### src/rtl/packet_switch_dbg_avmm_arb.sv
// packet_switch_dbg_avmm_arb
// Two-master arbiter for the packet-switch debug CSR AVMM bus. A host CSR
// master (m0) and a JTAG/debug master (m1) share one downstream command port.
// Grants are round-robin and only one transaction is in flight at a time.
// Read responses are routed back to the master that issued the read.
// Optional feature macro: PKT_SW_DBG_AVMM_TIMEOUT_EN. When it is defined, a
// read that gets no response within TIMEOUT_CYC cycles completes with
// TIMEOUT_DATA and sets err_sticky.
module packet_switch_dbg_avmm_arb #(
    parameter int ADDR_WIDTH  = 16,
    parameter int DATA_WIDTH  = 32,
    parameter int TIMEOUT_CYC = 255,
    parameter logic [DATA_WIDTH-1:0] TIMEOUT_DATA = DATA_WIDTH'(32'hDEAD_BEEF)
) (
    input  logic                    clk,
    input  logic                    rst,
    input  logic [ADDR_WIDTH-1:0]   m0_address,
    input  logic                    m0_read,
    input  logic                    m0_write,
    input  logic [DATA_WIDTH-1:0]   m0_writedata,
    input  logic [DATA_WIDTH/8-1:0] m0_byteenable,
    output logic                    m0_waitrequest,
    output logic [DATA_WIDTH-1:0]   m0_readdata,
    output logic                    m0_readdatavalid,
    input  logic [ADDR_WIDTH-1:0]   m1_address,
    input  logic                    m1_read,
    input  logic                    m1_write,
    input  logic [DATA_WIDTH-1:0]   m1_writedata,
    input  logic [DATA_WIDTH/8-1:0] m1_byteenable,
    output logic                    m1_waitrequest,
    output logic [DATA_WIDTH-1:0]   m1_readdata,
    output logic                    m1_readdatavalid,
    output logic [ADDR_WIDTH-1:0]   s_address,
    output logic [DATA_WIDTH-1:0]   s_writedata,
    output logic [DATA_WIDTH/8-1:0] s_byteenable,
    output logic                    s_read,
    output logic                    s_write,
    input  logic [DATA_WIDTH-1:0]   s_readdata,
    input  logic                    s_readdatavalid,
    output logic                    err_sticky
);

    localparam int BE_WIDTH = DATA_WIDTH / 8;

    typedef enum logic [1:0] {
        IDLE    = 2'd0,
        ISSUE   = 2'd1,
        WAIT_RD = 2'd2,
        RESP    = 2'd3
    } state_t;

    state_t                  state_q, state_d;
    logic                    ptr_q, ptr_d;        // master that wins a tie
    logic                    gnt_q, gnt_d;        // owner of the transaction in flight
    logic                    is_wr_q, is_wr_d;
    logic [ADDR_WIDTH-1:0]   s_address_q, s_address_d;
    logic [DATA_WIDTH-1:0]   s_writedata_q, s_writedata_d;
    logic [BE_WIDTH-1:0]     s_byteenable_q, s_byteenable_d;
    logic                    s_read_q, s_read_d;
    logic                    s_write_q, s_write_d;
    logic [DATA_WIDTH-1:0]   m0_readdata_q, m0_readdata_d;
    logic [DATA_WIDTH-1:0]   m1_readdata_q, m1_readdata_d;
    logic                    m0_rdv_q, m0_rdv_d;
    logic                    m1_rdv_q, m1_rdv_d;

    logic                    m0_req_s, m1_req_s;
    logic                    gnt_s, accept_s;
    logic                    sel_write_s;
    logic [ADDR_WIDTH-1:0]   sel_address_s;
    logic [DATA_WIDTH-1:0]   sel_writedata_s;
    logic [BE_WIDTH-1:0]     sel_byteenable_s;

`ifdef PKT_SW_DBG_AVMM_TIMEOUT_EN
    localparam int CNT_WIDTH = $clog2(TIMEOUT_CYC + 1);
    logic [CNT_WIDTH-1:0]    cnt_q, cnt_d;
    logic                    err_q, err_d;
    assign err_sticky = err_q;
`else
    logic                    unused_cfg_s;
    assign unused_cfg_s = ^{TIMEOUT_DATA, 32'(TIMEOUT_CYC)};
    assign err_sticky   = 1'b0;
`endif

    // Request decode, round-robin pick and selection of the winner's command fields
    always_comb begin
        m0_req_s = m0_read | m0_write;
        m1_req_s = m1_read | m1_write;
        if (m0_req_s && m1_req_s) begin
            gnt_s = ptr_q;
        end else if (m1_req_s) begin
            gnt_s = 1'b1;
        end else begin
            gnt_s = 1'b0;
        end
        // Reset masks the acceptance so waitrequest reads high while rst is held.
        accept_s = (state_q == IDLE) && (m0_req_s || m1_req_s) && !rst;
        if (gnt_s) begin
            sel_write_s      = m1_write;
            sel_address_s    = m1_address;
            sel_writedata_s  = m1_writedata;
            sel_byteenable_s = m1_byteenable;
        end else begin
            sel_write_s      = m0_write;
            sel_address_s    = m0_address;
            sel_writedata_s  = m0_writedata;
            sel_byteenable_s = m0_byteenable;
        end
    end

    assign m0_waitrequest   = ~(accept_s & ~gnt_s);
    assign m1_waitrequest   = ~(accept_s & gnt_s);
    assign m0_readdata      = m0_readdata_q;
    assign m1_readdata      = m1_readdata_q;
    assign m0_readdatavalid = m0_rdv_q;
    assign m1_readdatavalid = m1_rdv_q;
    assign s_address        = s_address_q;
    assign s_writedata      = s_writedata_q;
    assign s_byteenable     = s_byteenable_q;
    assign s_read           = s_read_q;
    assign s_write          = s_write_q;

    // Next-state logic: arbitration, one-cycle downstream strobe, response routing
    always_comb begin
        state_d        = state_q;
        ptr_d          = ptr_q;
        gnt_d          = gnt_q;
        is_wr_d        = is_wr_q;
        s_address_d    = s_address_q;
        s_writedata_d  = s_writedata_q;
        s_byteenable_d = s_byteenable_q;
        s_read_d       = 1'b0;
        s_write_d      = 1'b0;
        m0_readdata_d  = m0_readdata_q;
        m1_readdata_d  = m1_readdata_q;
        m0_rdv_d       = 1'b0;
        m1_rdv_d       = 1'b0;
`ifdef PKT_SW_DBG_AVMM_TIMEOUT_EN
        cnt_d          = cnt_q;
        err_d          = err_q;
`endif
        case (state_q)
            IDLE: begin
                if (accept_s) begin
                    gnt_d          = gnt_s;
                    ptr_d          = ~gnt_s;
                    // A request with both read and write set is a write.
                    is_wr_d        = sel_write_s;
                    s_address_d    = sel_address_s;
                    s_writedata_d  = sel_writedata_s;
                    s_byteenable_d = sel_byteenable_s;
                    s_write_d      = sel_write_s;
                    s_read_d       = ~sel_write_s;
                    state_d        = ISSUE;
                end else begin
                    state_d = IDLE;
                end
            end
            ISSUE: begin
`ifdef PKT_SW_DBG_AVMM_TIMEOUT_EN
                cnt_d = '0;
`endif
                if (is_wr_q) begin
                    state_d = IDLE;
                end else begin
                    state_d = WAIT_RD;
                end
            end
            WAIT_RD: begin
                if (s_readdatavalid) begin
                    // Real data takes precedence even in the timeout expiry cycle.
                    if (gnt_q) begin
                        m1_readdata_d = s_readdata;
                        m1_rdv_d      = 1'b1;
                    end else begin
                        m0_readdata_d = s_readdata;
                        m0_rdv_d      = 1'b1;
                    end
                    state_d = RESP;
`ifdef PKT_SW_DBG_AVMM_TIMEOUT_EN
                end else if (cnt_q == CNT_WIDTH'(TIMEOUT_CYC - 1)) begin
                    if (gnt_q) begin
                        m1_readdata_d = TIMEOUT_DATA;
                        m1_rdv_d      = 1'b1;
                    end else begin
                        m0_readdata_d = TIMEOUT_DATA;
                        m0_rdv_d      = 1'b1;
                    end
                    err_d   = 1'b1;
                    state_d = RESP;
                end else begin
                    cnt_d   = cnt_q + CNT_WIDTH'(1);
                    state_d = WAIT_RD;
                end
`else
                end else begin
                    state_d = WAIT_RD;
                end
`endif
            end
            RESP: begin
                state_d = IDLE;
            end
            default: begin
                state_d = IDLE;
            end
        endcase
    end

    // State and output registers with synchronous reset
    always_ff @(posedge clk) begin
        if (rst) begin
            state_q        <= IDLE;
            ptr_q          <= 1'b0;
            gnt_q          <= 1'b0;
            is_wr_q        <= 1'b0;
            s_address_q    <= '0;
            s_writedata_q  <= '0;
            s_byteenable_q <= '0;
            s_read_q       <= 1'b0;
            s_write_q      <= 1'b0;
            m0_readdata_q  <= '0;
            m1_readdata_q  <= '0;
            m0_rdv_q       <= 1'b0;
            m1_rdv_q       <= 1'b0;
`ifdef PKT_SW_DBG_AVMM_TIMEOUT_EN
            cnt_q          <= '0;
            err_q          <= 1'b0;
`endif
        end else begin
            state_q        <= state_d;
            ptr_q          <= ptr_d;
            gnt_q          <= gnt_d;
            is_wr_q        <= is_wr_d;
            s_address_q    <= s_address_d;
            s_writedata_q  <= s_writedata_d;
            s_byteenable_q <= s_byteenable_d;
            s_read_q       <= s_read_d;
            s_write_q      <= s_write_d;
            m0_readdata_q  <= m0_readdata_d;
            m1_readdata_q  <= m1_readdata_d;
            m0_rdv_q       <= m0_rdv_d;
            m1_rdv_q       <= m1_rdv_d;
`ifdef PKT_SW_DBG_AVMM_TIMEOUT_EN
            cnt_q          <= cnt_d;
            err_q          <= err_d;
`endif
        end
    end

endmodule

### config.mk
export PLATFORM = sky130hd
export DESIGN_NAME = packet_switch_dbg_avmm_arb
export DESIGN_NICKNAME = d
export VERILOG_FILES = /design/src/rtl/packet_switch_dbg_avmm_arb.sv
export SDC_FILE = /design/constraint.sdc
export NUM_CORES = 1
export LEC_CHECK = 0
export BUFFER_PORTS_ARGS = -buffer_cell sky130_fd_sc_hd__clkbuf_2
export CAP_MARGIN = 25
export CORE_ASPECT_RATIO = 0.6
export CORE_MARGIN = 1
export CORE_UTILIZATION = 41
export CTS_CLUSTER_DIAMETER = 50
export DETAILED_ROUTE_END_ITERATION = 12
export HOLD_SLACK_MARGIN = 0.12
export PLACE_DENSITY = 0.74
export SYNTH_ARGS = -nofsm -noshare
export SYNTH_HDL_FRONTEND = slang
export SYNTH_SLANG_ARGS = --single-unit
export TNS_END_PERCENT = 100
### constraint.sdc
create_clock -name clk -period 5 [get_ports clk]
set_clock_uncertainty 0.05 [all_clocks]
set_input_delay 0.5 -clock clk [delete_from_list [all_inputs] [get_ports clk]]
set_output_delay 0.5 -clock clk [all_outputs]
set_load 0.01 [all_outputs]
==> impl_metrics.toml <==
[outcome]
status = "finished clean"

[yosys]
yosysUniqueCellTypes = 34
synth_flop_cell = "dfxtp_1"
postSynthAreaPerCell_um2 = 8.707
synth_edf_count = 0
yosysTopAreaCellShare_pct = 51.14
yosys-top-cells-area = "dfxtp_1 (51%), a221o_1 (11%), nand2_1 (9.9%)"
yosys_register_bits = 125
ys.warnings.count = 0
ys_seq_area_share_pct = 51.14
syn_nets = 705
yosys.area.top_type = "dfxtp_1"
synth_async_sr_flop_share_pct = 0
syn-cell-area_mm2 = 0.004893
postSynthCellCount = 562

[finish]
area_delta_synth_final_pct = 39.20
diodes = 0
layout_common_cells = "clkbuf_2 (264), nand2_1 (129), dfxtp_1 (125)"
fin_nets = 944
drive_gt1_share_pct = 38.33
mostFrequentLayoutCell = "clkbuf_2"
utilization_pct = 59.50

[worst_setup_path]
critPathMaxStageDelay_ns = 0.67
critPathLaunchType = "register"
worstPathRequired_ns = 4.45
slowest_stage = "or3_4"
critPathArrivalTime_ns = 2.10
worstSetupEndpointType = "output pin"
path_delay_family = "simple AND/OR/NAND/NOR gates"
path_max_fanout = 56
path_class = "register to output pin"
crit_buf_inv = 1
path_cells = "or3_4 -> or3_1 -> clkbuf_2"

[route]
vias_per_cell = 5.160
drtIter0Drc = 323
antenna_left = 0
wl_per_cell_um = 14.80
wl_um = 14420
drc = 0
first_pass_iters = 5
via_count = 5026

[timing]
setup_viol_count_final = 0
fin_ws_ns = 2.346
whs_ns = 0.2754
max_freq_ghz = 0.3767
post-route-period-util_pct = 53.09
slew_viol_final = 0
tns_ns = 0
slew-limit-headroom_pct = 45.07
hold_viol = 0
rsz0062_at_grt = "false"
post-route-min-period_ns = 2.654
tightest_slew_ns = 0.8221

[clocking]
cts_buffers = 17
root_buffer = "clkbuf_16"
post_cts_buffers = 0
cts_hold_buffers = 0
clockBufferDepth = 2
cts_tree = "yes"
cts.sink_count = 125
ctsResizeCount = 0
clk_pin_slew_worst_paths_ns = 0.06
cts_max_level = 4
clock_latency_ns = 0.39

[global_route]
antenna_found_initial = 0
grt_pass1_wl_um = 22790
grt_pass1_vias = 4751
grt_start_max_net_pins = 72
grt_overflow_total = 0
grt_usage_pct = 22.96

[placement]
dpl_worst_slack_ns = 2.215
io_buffers = 264
place_congestion = 0.7940
post-dp-hpwl_um = 10220

[floorplan]
dieArea_mm2 = 0.01239
ios = 266
die_h_um = 86.63
rows = 30
die_w_um = 143.0
core-area_mm2 = 0.01145
initial_core_util_pct = 42.74

[power]
powerDensity_mw_per_mm2 = 402.9
leakagePower_nw = 3.211
peakVddDrop_mv = 0.2012

[worst_hold_path]
hold_class = "input port to register"
holdCritStartpoint = "m1_writedata[24]"

[run]
maxCapViolCount = 0
routing by layer:
layer	part of all wire, %	wire [µm]	vias to the layer above	GRT usage, %
li1	-	-	2449	-
met1	44	6363	2342	28.56
met2	48	6910	221	39.51
met3	7.1	1030	14	6.133
met4	0.78	112	0	5.865
met5	0	0	-	0
logic make-up after synthesis:
logic type | count (synthesis) | share of synthesized area, %
and+or+nand+nor | 201 | 19.33
AOI/OAI and AO/OA | 127 | 18.95
buffers and inverters | 106 | 10.10
DFF | 125 | 51.14
muxes | 2 | 0.4091
other | 1 | 0.07663
power breakdown:
part / leakage [nW] / switching [mW] / internal (mW)
registers: 1.02 / 0.0565 / 1.08
clock network: 0.283 / 0.451 / 0.765
logic: 1.91 / 0.213 / 0.178
total: 3.21 / 0.720 / 2.02
state kept, by name (all words and copies together) (netlist names), named ones only:
name / cells
gnt_q: 1
is_wr_q: 1
m0_readdata: 32
m0_readdatavalid: 1
m1_readdata: 32
m1_readdatavalid: 1
ptr_q: 1
s_address: 16
s_byteenable: 4
s_read: 1
s_write: 1
s_writedata: 32
state_q: 1
worst paths after layout:
kind | slack (ns) | cells past startpoint | end
setup / recovery | 2.35 | 3 | m0_waitrequest
hold / removal | 0.28 | 2 | s_writedata[24]$_SDFFE_PP0P_
setup reg to reg | 2.92 | 4 | s_writedata[16]$_SDFFE_PP0P_
hold reg to reg | 0.40 | 2 | m1_readdata[28]$_SDFFE_PP0P_
synthesized netlist by cell type (all sizes together) (2+ instances only):
cell    instances
nand2         129
a221o          52
nor4           52
inv            53
buf            22
mux2i           2
nor3            2
nor2            7
dfxtp         125
clkbuf         31
or3             3
a21oi          68
cell type report:
| type | count | area, µm² |
|---|---|---|
| Inverter | 53 | 198.9 |
| Timing Repair Buffer | 273 | 1396 |
| Sequential cell | 125 | 2502 |
| Clock inverter | 12 | 136.4 |
| Clock buffer | 20 | 456.7 |
| Tap cell | 160 | 200.2 |
| Multi-Input combinational cell | 331 | 1921 |
| Fill cell | 1004 | 4637 |
stage by stage:
stage	cell area (µm²)	std cells	total power [mW]
final	6812	974	2.745
after global routing	6812	974	2.860
after CTS	6812	974	2.764
after detailed placement	6218	942	1.547
after global placement	6203	941	1.534
after floorplan	4893	562	1.376
Note: power is estimated with default switching activity, not from simulation.
